**src/rtl/gemm_ctrl_pkg.sv**
```systemverilog
// Shared types for the GeMM tiling loop controller: FSM states and outer-loop order.
package gemm_ctrl_pkg;

  typedef enum logic [1:0] {
    IDLE   = 2'd0,
    BUSY   = 2'd1,
    DRAIN  = 2'd2,
    FINISH = 2'd3
  } ctrl_state_t;

  typedef enum logic {
    LoopMNK = 1'b0,
    LoopNMK = 1'b1
  } loop_order_t;

endpackage

```
**src/rtl/gemm_block_counter.sv**
```systemverilog
// Wrapping block counter: counts 0..ceiling-1 on tick, flags the last index.
module gemm_block_counter #(
  parameter int unsigned Width = 16
) (
  input  logic             clk_i,
  input  logic             rst_ni,
  input  logic             tick_i,
  input  logic             clear_i,
  input  logic [Width-1:0] ceiling_i,
  output logic [Width-1:0] count_o,
  output logic             last_o
);

  logic [Width-1:0] count_q, count_d;

  assign last_o  = (count_q == ceiling_i - Width'(1));
  assign count_o = count_q;

  always_comb begin
    count_d = count_q;
    if (clear_i) begin
      count_d = '0;
    end else if (tick_i) begin
      count_d = last_o ? '0 : count_q + Width'(1);
    end
  end

  always_ff @(posedge clk_i or negedge rst_ni) begin
    if (!rst_ni) begin
      count_q <= '0;
    end else begin
      count_q <= count_d;
    end
  end

endmodule

```
**src/rtl/gemm_loop_controller.sv**
```systemverilog
// GeMM tiling loop controller: walks M/N/K block loops (K innermost) with selectable outer order.
// Optional performance counters are built when GEMM_CTRL_PERF_EN is defined.
module gemm_loop_controller
  import gemm_ctrl_pkg::*;
#(
  parameter int unsigned AddrWidth = 16
`ifdef GEMM_CTRL_PERF_EN
  , parameter int unsigned PerfWidth = 32
`endif
) (
  input  logic                 clk_i,
  input  logic                 rst_ni,
  input  logic                 start_i,
  input  logic                 loop_order_i,
  input  logic [AddrWidth-1:0] M_size_i,
  input  logic [AddrWidth-1:0] K_size_i,
  input  logic [AddrWidth-1:0] N_size_i,
  input  logic                 input_valid_i,
  output logic                 input_ready_o,
  output logic                 init_save_o,
  output logic                 result_valid_o,
  input  logic                 result_ready_i,
  output logic [AddrWidth-1:0] res_m_o,
  output logic [AddrWidth-1:0] res_n_o,
  output logic [AddrWidth-1:0] M_count_o,
  output logic [AddrWidth-1:0] K_count_o,
  output logic [AddrWidth-1:0] N_count_o,
  output logic                 busy_o,
  output logic                 done_o,
  output logic                 error_o
`ifdef GEMM_CTRL_PERF_EN
  , output logic [PerfWidth-1:0] perf_busy_cycles_o,
  output logic [PerfWidth-1:0] perf_stall_cycles_o
`endif
);

  ctrl_state_t state_q, state_d;
  loop_order_t order_q, order_d;
  logic [AddrWidth-1:0] m_size_q, m_size_d, k_size_q, k_size_d, n_size_q, n_size_d;
  logic [AddrWidth-1:0] res_m_q, res_m_d, res_n_q, res_n_d;
  logic res_valid_q, res_valid_d;
  logic error_q, error_d;

  logic beat, start_ok, clear;
  logic m_tick, n_tick, mid_tick, outer_tick;
  logic m_last, k_last, n_last, mid_last, outer_last, job_last;
  logic [AddrWidth-1:0] m_count, k_count, n_count;

  assign start_ok = (state_q == IDLE) && start_i &&
                    (M_size_i != '0) && (K_size_i != '0) && (N_size_i != '0);
  assign clear    = start_ok || (state_q == FINISH);

  // The one-entry result slot can be refilled in the same cycle it is accepted.
  assign input_ready_o = (state_q == BUSY) && (!res_valid_q || result_ready_i);
  assign beat          = input_valid_i && input_ready_o;
  assign init_save_o   = beat && (k_count == '0);

  assign mid_last   = (order_q == LoopMNK) ? n_last : m_last;
  assign outer_last = (order_q == LoopMNK) ? m_last : n_last;
  assign mid_tick   = beat && k_last;
  assign outer_tick = mid_tick && mid_last;
  assign job_last   = outer_tick && outer_last;
  assign m_tick     = (order_q == LoopMNK) ? outer_tick : mid_tick;
  assign n_tick     = (order_q == LoopMNK) ? mid_tick : outer_tick;

  gemm_block_counter #(.Width(AddrWidth)) u_m_counter (
    .clk_i(clk_i), .rst_ni(rst_ni), .tick_i(m_tick), .clear_i(clear),
    .ceiling_i(m_size_q), .count_o(m_count), .last_o(m_last)
  );

  gemm_block_counter #(.Width(AddrWidth)) u_k_counter (
    .clk_i(clk_i), .rst_ni(rst_ni), .tick_i(beat), .clear_i(clear),
    .ceiling_i(k_size_q), .count_o(k_count), .last_o(k_last)
  );

  gemm_block_counter #(.Width(AddrWidth)) u_n_counter (
    .clk_i(clk_i), .rst_ni(rst_ni), .tick_i(n_tick), .clear_i(clear),
    .ceiling_i(n_size_q), .count_o(n_count), .last_o(n_last)
  );

  always_comb begin
    state_d     = state_q;
    order_d     = order_q;
    m_size_d    = m_size_q;
    k_size_d    = k_size_q;
    n_size_d    = n_size_q;
    error_d     = 1'b0;
    res_valid_d = res_valid_q;
    res_m_d     = res_m_q;
    res_n_d     = res_n_q;

    if (result_ready_i) begin
      res_valid_d = 1'b0;
    end
    if (mid_tick) begin
      res_valid_d = 1'b1;
      res_m_d     = m_count;
      res_n_d     = n_count;
    end

    unique case (state_q)
      IDLE: begin
        if (start_i) begin
          if (start_ok) begin
            order_d  = loop_order_t'(loop_order_i);
            m_size_d = M_size_i;
            k_size_d = K_size_i;
            n_size_d = N_size_i;
            state_d  = BUSY;
          end else begin
            error_d = 1'b1;
          end
        end
      end
      BUSY: begin
        if (job_last) state_d = DRAIN;
      end
      DRAIN: begin
        if (!res_valid_q || result_ready_i) state_d = FINISH;
      end
      FINISH: begin
        state_d = IDLE;
      end
      default: state_d = IDLE;
    endcase
  end

  always_ff @(posedge clk_i or negedge rst_ni) begin
    if (!rst_ni) begin
      state_q     <= IDLE;
      order_q     <= LoopMNK;
      m_size_q    <= '0;
      k_size_q    <= '0;
      n_size_q    <= '0;
      error_q     <= 1'b0;
      res_valid_q <= 1'b0;
      res_m_q     <= '0;
      res_n_q     <= '0;
    end else begin
      state_q     <= state_d;
      order_q     <= order_d;
      m_size_q    <= m_size_d;
      k_size_q    <= k_size_d;
      n_size_q    <= n_size_d;
      error_q     <= error_d;
      res_valid_q <= res_valid_d;
      res_m_q     <= res_m_d;
      res_n_q     <= res_n_d;
    end
  end

  assign result_valid_o = res_valid_q;
  assign res_m_o        = res_m_q;
  assign res_n_o        = res_n_q;
  assign M_count_o      = m_count;
  assign K_count_o      = k_count;
  assign N_count_o      = n_count;
  assign busy_o         = (state_q == BUSY) || (state_q == DRAIN);
  assign done_o         = (state_q == FINISH);
  assign error_o        = error_q;

`ifdef GEMM_CTRL_PERF_EN
  logic [PerfWidth-1:0] perf_busy_q, perf_busy_d, perf_stall_q, perf_stall_d;

  // Saturating counters, restarted on each accepted job and frozen once idle.
  always_comb begin
    perf_busy_d  = perf_busy_q;
    perf_stall_d = perf_stall_q;
    if (start_ok) begin
      perf_busy_d  = '0;
      perf_stall_d = '0;
    end else begin
      if (busy_o && (perf_busy_q != '1)) perf_busy_d = perf_busy_q + PerfWidth'(1);
      if ((state_q == BUSY) && input_valid_i && !input_ready_o && (perf_stall_q != '1))
        perf_stall_d = perf_stall_q + PerfWidth'(1);
    end
  end

  always_ff @(posedge clk_i or negedge rst_ni) begin
    if (!rst_ni) begin
      perf_busy_q  <= '0;
      perf_stall_q <= '0;
    end else begin
      perf_busy_q  <= perf_busy_d;
      perf_stall_q <= perf_stall_d;
    end
  end

  assign perf_busy_cycles_o  = perf_busy_q;
  assign perf_stall_cycles_o = perf_stall_q;
`endif

endmodule

```
**config.mk**
```make
export PLATFORM = sky130hd
export DESIGN_NAME = gemm_loop_controller
export DESIGN_NICKNAME = d
export VERILOG_FILES = /design/src/rtl/gemm_ctrl_pkg.sv /design/src/rtl/gemm_block_counter.sv /design/src/rtl/gemm_loop_controller.sv
export SDC_FILE = /design/constraint.sdc
export NUM_CORES = 1
export LEC_CHECK = 0
export ABC_AREA = 1
export CAP_MARGIN = 20
export CORE_MARGIN = 2
export CORE_UTILIZATION = 50
export DETAILED_ROUTE_END_ITERATION = 10
export PLACE_DENSITY = 0.76
export SYNTH_ARGS = -nofsm -noshare
export SYNTH_HDL_FRONTEND = slang
export SYNTH_SLANG_ARGS = --single-unit
```
**constraint.sdc**
```tcl
create_clock -name clk_i -period 5 [get_ports clk_i]
set_clock_uncertainty 0.2 [all_clocks]
set_input_delay 0.5 -clock clk_i [delete_from_list [all_inputs] [get_ports clk_i]]
set_output_delay 0.5 -clock clk_i [all_outputs]
set_load 0.01 [all_outputs]
```
==> results.tsv, run 1 <==
stage	metric	value	unit
power_and_ir_drop	maximum VDD drop	0.2413	mV
power_and_ir_drop	leak pwr	0.005017	uW
yosys	Cell Area, Synth	8479	um2
die	die area	18020	um2
grt	first-pass GRT wire length	39570	um
placed_design	routability cong.	0.9165	
cts	CTS tree	done	
timing	WHS	0.2773	ns
grt	GR Util All Layers	27.69	%
worst_setup_path	reg-to-reg slack, setup	1.84	ns
worst_setup_path	Crit Reg-Reg Startpoint	n_size_q[0]$_DFFE_PN0P_	
cts	maximum clock path buffer count	2	
grt	largest net degree at the start of global routing	84	
worst_hold_path	Hold Path Depth	2	
cts	clock root buffer master	clkbuf_16	
placed_design	Port Buf Inserts	139	
die	core footprint	16580	um2
cts	CTS Buf Count	17	
yosys	Synthesis Warnings	0	
timing	fin crit share	71.71	%
worst_setup_path	CP Max Fanout	22	
routing	DRT Wirelength	24370	um
cts	clk sinks	133	
yosys	async set or reset register ratio after synthesis	100.0	%
worst_hold_path	Hold Path Class	reg2reg	
worst_setup_path	Reg2Reg Capture Point	u_m_counter.count_o[8]$_DFFE_PN0P_	
yosys	Primary FF master, synth	dfrtp_1	
timing	RSZ-0062 raised after global routing	false	
finish	fill cell count	1501	
finish	Area growth syn-to-layout	26.12	%
cts	clk_lat worst skew	0.42	ns
timing	Setup violations, final	0	
yosys	syn avg cell area	6.855	um2
yosys	Post-synth EDFFs	0	
routing	Post-route DRC	0	
worst_setup_path	Crit path arrival time	3.74	ns
worst_setup_path	crit path capture	u_m_counter.count_o[14]$_DFFE_PN0P_	
worst_setup_path	Worst EP required	5.15	ns
cts	Worst-path clk slew	0.06	ns
worst_setup_path	max incr delay on CP	0.69	ns
routing	Final ANT Viol Nets	0	
timing	min Tclk post-route	3.585	ns
finish	ratio of cells with drive above 1 in the final layout	4.404	%
timing	Tightest Pin Transition	0.9810	ns
worst_setup_path	CP Class	in2reg	
yosys	Seq/Total Area, Yosys	39.25	%
worst_setup_path	reg2reg path depth	14	
grt	vias in the first global route	8056	
placed_design	hpwl dp	18490	um
routing	detail-routed via count per cell	5.350	
status	status	finished, final reports clean	
worst_setup_path	Critical Path Start	K_size_i[1]	
yosys	Synth Register Bits	133	
finish	layout net count	1437	
yosys	post-synthesis cell count	1237	
timing	Setup TNS Final	0	ns
die	I/O pin count	140	
worst_setup_path	Worst path most repeated cell	nand2_1	
grt	aggregate global routing overflow	0	
die	Starting Density	51.13	%
run	Max-Cap Viols	0	
routing	number of DRC markers in iteration 0	781	
die	die height	134.2	um
worst_setup_path	Max stage delay cell, worst path	nor4_1	
timing	Rel. slew slack	34.37	%
power_and_ir_drop	PD cells	461.9	nW/um2
yosys	Netlist cell types	39	
cts	H-Tree Depth	4	
die	die width	134.2	um
worst_setup_path	worst path cell trace	clkdlybuf4s50_1 > nor4_1 > nand4_1 > nand4_1 > nand2_1 > inv_1 > buf_4 > nand2_1 > nor2_1 > nand2_1 > nand2_1	
grt	initial antenna violation count	0	
yosys	Mapped Nets	1302	
timing	Hold Vio Cnt, Final	0	
finish	ANT cells	0	
routing	Vias	8587	
cts	post-CTS setup buffers	0	
timing	max-slew violations	0	
worst_setup_path	crit start category	input pin	
worst_setup_path	crit end category	register	
routing	TritonRoute pass-1 iters	5	
timing	Max Freq	0.2789	GHz
die	Site Rows	47	
power_and_ir_drop	Pwr Total	4939	uW
routing	post-DR wirelength/cell	15.19	um
[synthesized netlist by cell type, types with 2 or more instances]
| cell type | number | area (um2) |
|---|---|---|
| inv_2 | 4 | 15.01 |
| nand4_1 | 18 | 112.6 |
| dfrtp_1 | 133 | 3328 |
| nor3_1 | 18 | 90.09 |
| or2_2 | 3 | 18.77 |
| o21ai_0 | 89 | 445.4 |
| xor2_1 | 42 | 367.9 |
| and2_1 | 3 | 18.77 |
| nor3b_1 | 4 | 30.03 |
| nor2_1 | 134 | 503.0 |
| nor2_2 | 6 | 37.54 |
| nor4_1 | 23 | 143.9 |
| nand3b_1 | 11 | 82.58 |
| ha_1 | 11 | 137.6 |
| a21oi_1 | 10 | 50.05 |
| xnor2_1 | 18 | 157.7 |
| buf_2 | 2 | 10.01 |
| o21bai_1 | 3 | 22.52 |
| nand3_1 | 125 | 625.6 |
| inv_1 | 124 | 465.5 |
| clkbuf_1 | 23 | 86.33 |
| o21ai_1 | 4 | 20.02 |
| nand2_4 | 2 | 22.52 |
| nor2_4 | 2 | 22.52 |
| nand2_1 | 411 | 1543 |
[where the power goes]
part	switching, uW	internal [uW]
Clock	504	802
Combinational	1370	730
Sequential	237	1290
Total	2120	2820
[critical path: cells and delay by family]
| family | cells | cell delay [ns] |
|---|---|---|
| buffers and inverters | 3 | 1.18 |
| AND/OR/NAND/NOR | 8 | 2.03 |
[what timing repair did]
item / in CTS / in global routing
gates resized for setup: 0 / 0
hold endpoints to repair: 82 / 0
hold buffers: 1 / 0
[cell type report]
cell class / instances / area [um2] / area share (%)
clock buffer: 18 / 439.2 / 4.107
clock inverter: 14 / 176.4 / 1.650
inverter: 129 / 484.2 / 4.528
multi-input combinational: 947 / 4558 / 42.62
sequential: 133 / 3328 / 31.12
tap: 220 / 275.3 / 2.574
timing repair buffer: 144 / 1433 / 13.40
[kinds of logic (layout without fill, tap and decap cells)]
logic type	Yosys count	in the layout	share of synthesized area [%]
AND/OR/NAND/NOR	765	765	39.00
buffers and inverters	157	305	7.112
flip-flops	133	133	39.25
AO/OA/AOI/OAI	111	111	6.817
XOR/XNOR	60	60	6.197
adder cells (fa/ha/maj)	11	11	1.623
[layout by cell type, fill, tap and decap left out, drive strengths merged]
master / netlist / final
a21oi: 10 / 10
a22oi: 1 / 1
xnor2: 18 / 18
o21a: 1 / 1
ha: 11 / 11
a41oi: 1 / 1
nand4: 18 / 18
inv: 128 / 130
clkbuf: 23 / 18
nand2: 414 / 414
nand3b: 11 / 11
clkdlybuf4s50: 0 / 138
dlygate4sd3: 0 / 1
or2: 3 / 3
nor3b: 4 / 4
nor3: 19 / 19
buf: 5 / 5
a21o: 1 / 1
xor2: 42 / 42
o21bai: 3 / 3
nand3: 127 / 127
nor4: 23 / 23
bufinv: 0 / 3
dfrtp: 133 / 133
and2: 3 / 3
nor2: 142 / 142
and3: 1 / 1
clkinvlp: 0 / 2
o21ai: 94 / 94
clkinv: 1 / 8
[routing by layer]
metal | wire (um) | GRT usage (%) | share of wire, % | up-vias
met4 | 486 | 9.298 | 2.0 | 0
met1 | 10910 | 37.97 | 45 | 3968
met2 | 11340 | 45.32 | 47 | 322
met5 | 0 | 0 | 0 | -
met3 | 1635 | 3.855 | 6.7 | 37
li1 | - | - | - | 4260
[flip-flops by register name, summed over array words and instances, names as in the netlist]
| signal | cells |
|---|---|
| m_size_q | 16 |
| u_n_counter.count_o | 16 |
| u_m_counter.count_o | 16 |
| k_size_q | 16 |
| n_size_q | 16 |
| result_valid_o | 1 |
| state_q | 2 |
| error_o | 1 |
| u_k_counter.count_o | 16 |
| order_q | 1 |
| res_n_o | 16 |
| res_m_o | 16 |
[through the flow]
step                cell area [um2]  std cells  util [%]  setup WS [ns]
floorplan                      8479       1237         -          2.521
global placement              10070       1572     60.71          1.049
detailed placement            10070       1572     60.71         0.9820
CTS                           10690       1605     64.49          1.393
global route                  10690       1605     64.49          1.256
finish                        10690       1605     64.49          1.415
[worst min path at each step]
stage	startpoint	endpoint	slack, ns
6_report	res_n_o[15]$_DFFE_PN0P_	res_n_o[15]$_DFFE_PN0P_	0.28
5_1_grt	res_n_o[15]$_DFFE_PN0P_	res_n_o[15]$_DFFE_PN0P_	0.30
4_1_cts	res_n_o[15]$_DFFE_PN0P_	res_n_o[15]$_DFFE_PN0P_	0.28
3_5_place_dp	res_n_o[15]$_DFFE_PN0P_	res_n_o[15]$_DFFE_PN0P_	0.27
3_3_place_gp	res_n_o[15]$_DFFE_PN0P_	res_n_o[15]$_DFFE_PN0P_	0.26
2_1_floorplan	rst_ni	error_o$_DFF_PN0_	0.004
No activity file was read; power rests on OpenSTA's default activity.
==> inputs of run 2 (changes only) <==
Settings changed: CORE_UTILIZATION 50 to 49, PLACE_DENSITY 0.76 to 0.77.
Clock period 5 ns to 3.2 ns, I/O delays scaled along.
==> run 2 against run 1 <==
Net effect: total power increased by 62%; final cell count increased by 1.1%; register-to-register slack got worse by 1.6 ns; first-iteration DRC count decreased by 15%; sequential share of layout area decreased by 0.54 points; wire length increased by 0.26%; combinational power increased by 61%; setup slack got worse by 1.2 ns; clock power increased by 72%; sequential power increased by 56%; flip-flop and latch count unchanged; largest cell class unchanged.
==> results.tsv, run 2 (synthesis results as in run 1) <==
stage	metric	value	unit	change
routing	Final ANT Viol Nets	0		unchanged
timing	Setup TNS Final	0	ns	unchanged
cts	CTS Buf Count	17		unchanged
timing	Rel. slew slack	33.64	%	was 34.37%
run	Max-Cap Viols	0		unchanged
grt	first-pass GRT wire length	39780	um	was 39570 um
die	Site Rows	48		was 47
die	core footprint	17120	um2	was 16580 um2
grt	vias in the first global route	8224		was 8056
timing	min Tclk post-route	3.009	ns	
worst_hold_path	Hold Path Depth	3		was 2
cts	CTS tree	done		unchanged
worst_hold_path	end of the worst hold path	order_q$_DFFE_PN0P_		was res_n_o[15]$_DFFE_PN0P_
timing	Hold Vio Cnt, Final	0		unchanged
placed_design	routability cong.	0.9786		was 0.9165
finish	commonest non-fill, non-tap cell in the layout	nand2_1		unchanged
worst_setup_path	Crit path arrival time	3.13	ns	was 3.74 ns
routing	met3 WL post-DR	1516	um	was 1635 um
finish	fill cell count	1570		was 1501
placed_design	Port Buf Inserts	139		unchanged
routing	Vias	8642		was 8587
die	die height	135.5	um	was 134.2 um
cts	post-CTS setup buffers	0		unchanged
power_and_ir_drop	PD cells	737.1	nW/um2	was 461.9 nW/um2
routing	met2 WL post-DR	11450	um	was 11340 um
routing	top routing layer used	met4		unchanged
timing	Tightest Pin Transition	0.9931	ns	was 0.9810 ns
routing	DRT Wirelength	24440	um	was 24370 um
worst_setup_path	Worst EP required	3.32	ns	was 5.15 ns
timing	fin crit share	94.03	%	
finish	register area	3328	um2	unchanged
die	die width	135.5	um	was 134.2 um
routing	post-DR wirelength/cell	15.07	um	was 15.19 um
power_and_ir_drop	leak pwr	0.005105	uW	was 0.005017 uW
routing	Post-route DRC	0		unchanged
die	die area	18370	um2	was 18020 um2
power_and_ir_drop	maximum VDD drop	0.4462	mV	was 0.2413 mV
routing	number of DRC markers in iteration 0	662		was 781
cts	clk_lat worst skew	0.43	ns	was 0.42 ns
finish	Area growth syn-to-layout	28.33	%	was 26.12%
worst_setup_path	crit start category	register		was input pin
cts	clock root buffer master	clkbuf_16		unchanged
timing	Max Freq	0.3324	GHz	
worst_setup_path	reg2reg path depth	13		was 14
finish	ratio of cells with drive above 1 in the final layout	5.225	%	was 4.404%
die	I/O pin count	140		unchanged
worst_setup_path	crit end category	register		unchanged
timing	WHS	0.2644	ns	was 0.2773 ns
worst_setup_path	reg-to-reg slack, setup	0.19	ns	was 1.84 ns
timing	max-slew violations	0		unchanged
finish	ANT cells	0		unchanged
grt	largest net degree at the start of global routing	76		was 84
routing	detail-routed via count per cell	5.328		was 5.350
cts	maximum clock path buffer count	2		unchanged
die	Starting Density	49.54	%	was 51.13%
cts	clk sinks	133		unchanged
finish	Multi-input gate area	4571	um2	was 4558 um2
routing	TritonRoute pass-1 iters	7		was 5
grt	GR Util All Layers	27.37	%	was 27.69%
timing	RSZ-0062 raised after global routing	false		unchanged
cts	H-Tree Depth	4		unchanged
worst_setup_path	Crit Reg-Reg Startpoint	m_size_q[1]$_DFFE_PN0P_		was n_size_q[0]$_DFFE_PN0P_
placed_design	hpwl dp	18800	um	was 18490 um
worst_hold_path	Hold Path Class	in2reg		was reg2reg
grt	initial antenna violation count	0		unchanged
worst_setup_path	CP Max Fanout	7		was 22
worst_hold_path	Worst Hold Launch	loop_order_i		was res_n_o[15]$_DFFE_PN0P_
timing	Setup violations, final	0		unchanged
worst_setup_path	CP Class	reg2reg		was in2reg
worst_setup_path	Reg2Reg Capture Point	u_m_counter.count_o[10]$_DFFE_PN0P_		was u_m_counter.count_o[8]$_DFFE_PN0P_
status	status	finished, final reports clean		unchanged
finish	commonest non-fill, non-tap cells in the layout	nand2_1 (410), clkdlybuf4s50_1 (138), dfrtp_1 (133)		was nand2_1 (410), clkdlybuf4s50_1 (138), nor2_1 (133), dfrtp_1 (133), nand3_1 (125)
routing	Post-Route M1 WL	10760	um	was 10910 um
cts	Worst-path clk slew	0.06	ns	about the same
grt	aggregate global routing overflow	0		unchanged
finish	layout net count	1449		was 1437
==> run 2: cell types whose count changed in the layout (fill, tap and decap cells not counted), sizes merged <==
cell	change
buf	+12
bufinv	+3
inv	-2
clkinvlp	+1
clkbuf	+2
clkinv	-4
==> run 2: power breakdown <==
part           internal (uW)  switching [uW]  leakage [uW]  total [uW]
sequential              2020             376       0.00177        2390
clock                   1500             744      0.000322        2250
combinational           1190            2190       0.00301        3380
total                   4710            3310       0.00511        8020
==> run 2: timing repair <==
item,CTS,global route
hold endpoints to repair,73,0
gates resized for setup,0,3
hold buffers,1,0
setup endpoints to repair,0,16
==> run 2: routing by layer <==
metal  GRT usage, %  up-vias
li1               -     4275
met1          36.19     3972
met2          44.98      333
met3          4.452       62
met4          11.00        0
met5              0        -
==> run 2: worst max path at each step <==
stage,end,startpoint
floorplan,u_m_counter.count_o[10]$_DFFE_PN0P_,k_size_q[0]$_DFFE_PN0P_
global placement,u_m_counter.count_o[2]$_DFFE_PN0P_,n_size_q[0]$_DFFE_PN0P_
detailed placement,u_m_counter.count_o[2]$_DFFE_PN0P_,n_size_q[0]$_DFFE_PN0P_
CTS,u_m_counter.count_o[10]$_DFFE_PN0P_,n_size_q[0]$_DFFE_PN0P_
global route,u_m_counter.count_o[12]$_DFFE_PN0P_,n_size_q[0]$_DFFE_PN0P_
finish,u_m_counter.count_o[10]$_DFFE_PN0P_,m_size_q[1]$_DFFE_PN0P_
==> run 2: layout make-up <==
cell class	count	share of cell area, %
clock buffers	20	4.197
clock inverters	12	2.070
inverters	129	4.450
multi-input cells	947	42.00
flip-flops and latches	133	30.59
well taps	225	2.587
repair buffers	156	14.11
==> run 2: through the flow <==
step	power, uW	cells	setup slack (ns)	util, %	area [um2]
6_report	8021	1622	0.1912	63.57	10880
3_3_place_gp	5658	1589	0.1384	59.46	10180
5_1_grt	8628	1622	0.01622	63.57	10880
4_1_cts	7984	1622	0.05336	63.50	10870
2_1_floorplan	4760	1237	0.7212	-	8479
3_5_place_dp	5738	1589	0.1025	59.46	10180
==> run 2: worst max-delay path, cell delays in order (launching register included) <==
cell	delay (ns)
dfrtp_1	0.37
inv_1	0.12
ha_1	0.22
nand3_1	0.17
nor2_1	0.36
nand2_1	0.18
xor2_1	0.25
nand3_1	0.10
nor2_1	0.12
nand2_1	0.06
nor2_1	0.45
a21oi_1	0.11
nand3_1	0.13
nand2_1	0.05
==> inputs of run 3 (changes only) <==
Settings changed: CELL_PAD_IN_SITES_DETAIL_PLACEMENT set to 1, CELL_PAD_IN_SITES_GLOBAL_PLACEMENT set to 1, CORE_UTILIZATION 49 to 35, PLACE_DENSITY 0.77 to unset, PLACE_DENSITY_LB_ADDON set to 0.1.
==> run 3 against run 2 <==
Net effect: register-to-register slack gained 0.12 ns; via count is essentially flat; non-clock buffer count grew 9; hold slack lost 0.019 ns; wire length grew 20%; die area grew 39%; design area grew 0.54%; setup slack gained 0.048 ns; core utilization shrank 17 points; sequential power is essentially flat; clock power shrank 16%; largest power group unchanged.
==> results.tsv, run 3 (synthesis results as in run 1) <==
stage	metric	value	unit	change
status	status	finished, final reports clean		unchanged
finish	commonest non-fill, non-tap cells in the layout	nand2_1 (410), clkdlybuf4s50_1 (138), dfrtp_1 (133)		unchanged
finish	Area growth syn-to-layout	29.02	%	was 28.33%
cts	clk sinks	133		unchanged
timing	Rel. slew slack	46.82	%	was 33.64%
routing	Vias	8634		was 8642
timing	Max Freq	0.3378	GHz	was 0.3324 GHz
cts	maximum clock path buffer count	2		unchanged
placed_design	routability cong.	0.8901		was 0.9786
die	I/O pin count	140		unchanged
grt	GR Util All Layers	23.58	%	was 27.37%
placed_design	hpwl dp	22940	um	was 18800 um
grt	initial antenna violation count	0		unchanged
die	core footprint	23610	um2	was 17120 um2
timing	min Tclk post-route	2.961	ns	was 3.009 ns
finish	layout net count	1458		was 1449
finish	ANT cells	0		unchanged
timing	max-slew violations	0		unchanged
cts	CTS tree	done		unchanged
timing	Setup violations, final	0		unchanged
power_and_ir_drop	leak pwr	0.005088	uW	was 0.005105 uW
cts	clock root buffer master	clkbuf_16		unchanged
die	die area	25490	um2	was 18370 um2
routing	DRT Wirelength	29300	um	was 24440 um
worst_setup_path	crit end category	primary output		was register
worst_setup_path	Reg2Reg Capture Point	state_q[1]$_DFFE_PN0P_		was u_m_counter.count_o[10]$_DFFE_PN0P_
die	Site Rows	56		was 48
die	Starting Density	35.91	%	was 49.54%
power_and_ir_drop	PD cells	712.1	nW/um2	was 737.1 nW/um2
worst_setup_path	Crit path arrival time	2.44	ns	was 3.13 ns
die	die height	159.7	um	was 135.5 um
worst_hold_path	Hold Path Class	in2async		was in2reg
power_and_ir_drop	Switching Fraction	45.53	%	was 41.25%
power_and_ir_drop	internal power	4243	uW	was 4712 uW
cts	clk_lat worst skew	0.43	ns	about the same
worst_setup_path	CP Max Fanout	4		was 7
run	Max-Cap Viols	0		unchanged
power_and_ir_drop	Net Switching	3547	uW	was 3309 uW
timing	fin crit share	92.52	%	was 94.03%
timing	Hold Vio Cnt, Final	0		unchanged
worst_setup_path	reg2reg path depth	13		unchanged
timing	WHS	0.2452	ns	was 0.2644 ns
finish	fill cell count	3043		was 1570
cts	H-Tree Depth	4		unchanged
placed_design	Port Buf Inserts	139		unchanged
finish	commonest non-fill, non-tap cell in the layout	nand2_1		unchanged
grt	largest net degree at the start of global routing	65		was 76
grt	first-pass GRT wire length	47930	um	was 39780 um
power_and_ir_drop	sequential fraction of design power	30.7	%	was 29.8%
timing	Setup TNS Final	0	ns	unchanged
timing	Tightest Pin Transition	0.7959	ns	was 0.9931 ns
routing	number of DRC markers in iteration 0	415		was 662
cts	CTS Buf Count	17		unchanged
finish	Core Util, Final	46.33	%	was 63.57%
grt	aggregate global routing overflow	0		unchanged
cts	post-CTS setup buffers	0		unchanged
routing	TritonRoute pass-1 iters	4		was 7
grt	vias in the first global route	8933		was 8224
routing	Final ANT Viol Nets	0		unchanged
finish	ratio of cells with drive above 1 in the final layout	6.046	%	was 5.225%
cts	Worst-path clk slew	0.06	ns	about the same
finish	register area	3328	um2	unchanged
timing	RSZ-0062 raised after global routing	false		unchanged
power_and_ir_drop	maximum VDD drop	0.3133	mV	was 0.4462 mV
finish	Multi-input gate area	4566	um2	was 4571 um2
worst_setup_path	CP Class	reg2out		was reg2reg
routing	post-DR wirelength/cell	16.99	um	was 15.07 um
worst_setup_path	Worst EP required	2.68	ns	was 3.32 ns
routing	Post-route DRC	0		unchanged
worst_setup_path	crit start category	register		unchanged
power_and_ir_drop	Combinational Power Share	44.9	%	was 42.2%
power_and_ir_drop	clock network fraction of total power	24.4	%	was 28.0%
routing	detail-routed via count per cell	5.005		was 5.328
worst_setup_path	Crit Reg-Reg Startpoint	k_size_q[3]$_DFFE_PN0P_		was m_size_q[1]$_DFFE_PN0P_
die	die width	159.7	um	was 135.5 um
worst_setup_path	reg-to-reg slack, setup	0.31	ns	was 0.19 ns
-- run 3: power by group through the flow --
stage / Sequential, uW / Clock [uW] / Combinational, uW
2_1_floorplan: 2320 / 0 / 2440
3_3_place_gp: 2420 / 0 / 3420
3_5_place_dp: 2430 / 0 / 3480
4_1_cts: 2400 / 1950 / 3510
5_1_grt: 2440 / 2030 / 4010
6_report: 2390 / 1900 / 3500
-- run 3: cell type report --
cell class | instances | share of cell area (%)
Clock inverter | 15 | 1.235
Clock buffer | 17 | 3.888
Multi-Input combinational cell | 947 | 41.73
Tap cell | 319 | 3.648
Timing Repair Buffer | 165 | 14.65
Inverter | 129 | 4.426
Sequential cell | 133 | 30.42
-- run 3: per-stage QoR --
| stage | cell area (um2) | instances | power [uW] | setup WS, ns |
|---|---|---|---|---|
| after floorplan | 8479 | 1237 | 4760 | 0.7212 |
| after global placement | 10360 | 1692 | 5832 | 0.3256 |
| after detailed placement | 10360 | 1692 | 5905 | 0.2952 |
| after CTS | 10930 | 1725 | 7865 | 0.1429 |
| after global routing | 10940 | 1725 | 8484 | 0.002784 |
| final | 10940 | 1725 | 7790 | 0.2394 |
-- run 3: timing repair --
action | 4_1_cts | 5_1_grt
endpoints found under the hold margin | 61 | 0
gates resized for setup | 0 | 3
hold buffers | 1 | 0
setup endpoints to repair | 0 | 7
-- run 3: how the worst max path moves through the flow --
| stage | from | end | slack (ns) | cells past startpoint |
|---|---|---|---|---|
| floorplan | k_size_q[0]$_DFFE_PN0P_ | u_m_counter.count_o[10]$_DFFE_PN0P_ | 0.72 | 14 |
| global placement | N_size_i[3] | k_size_q[7]$_DFFE_PN0P_ | 0.33 | 9 |
| detailed placement | k_size_q[5]$_DFFE_PN0P_ | state_q[0]$_DFFE_PN0P_ | 0.30 | 13 |
| CTS | state_q[1]$_DFFE_PN0P_ | init_save_o | 0.14 | 7 |
| global route | k_size_q[0]$_DFFE_PN0P_ | state_q[1]$_DFFE_PN0P_ | 0.003 | 16 |
| finish | state_q[1]$_DFFE_PN0P_ | init_save_o | 0.24 | 7 |
-- run 3: metal layers --
layer | global-route usage [%] | vias to the layer above | wire length (um)
li1 | - | 4284 | -
met1 | 32.73 | 4153 | 14230
met2 | 38.90 | 166 | 13560
met3 | 3.610 | 31 | 1105
met4 | 5.248 | 0 | 404
met5 | 0 | - | 0
-- run 3: critical path: stages (launching register included) --
cell and delay, ns:
dfrtp_1 0.42, inv_1 0.10, ha_1 0.16, inv_1 0.05, nor2_2 0.21, nand2_1 0.13, nor4_1 0.35, clkdlybuf4s50_1 0.60
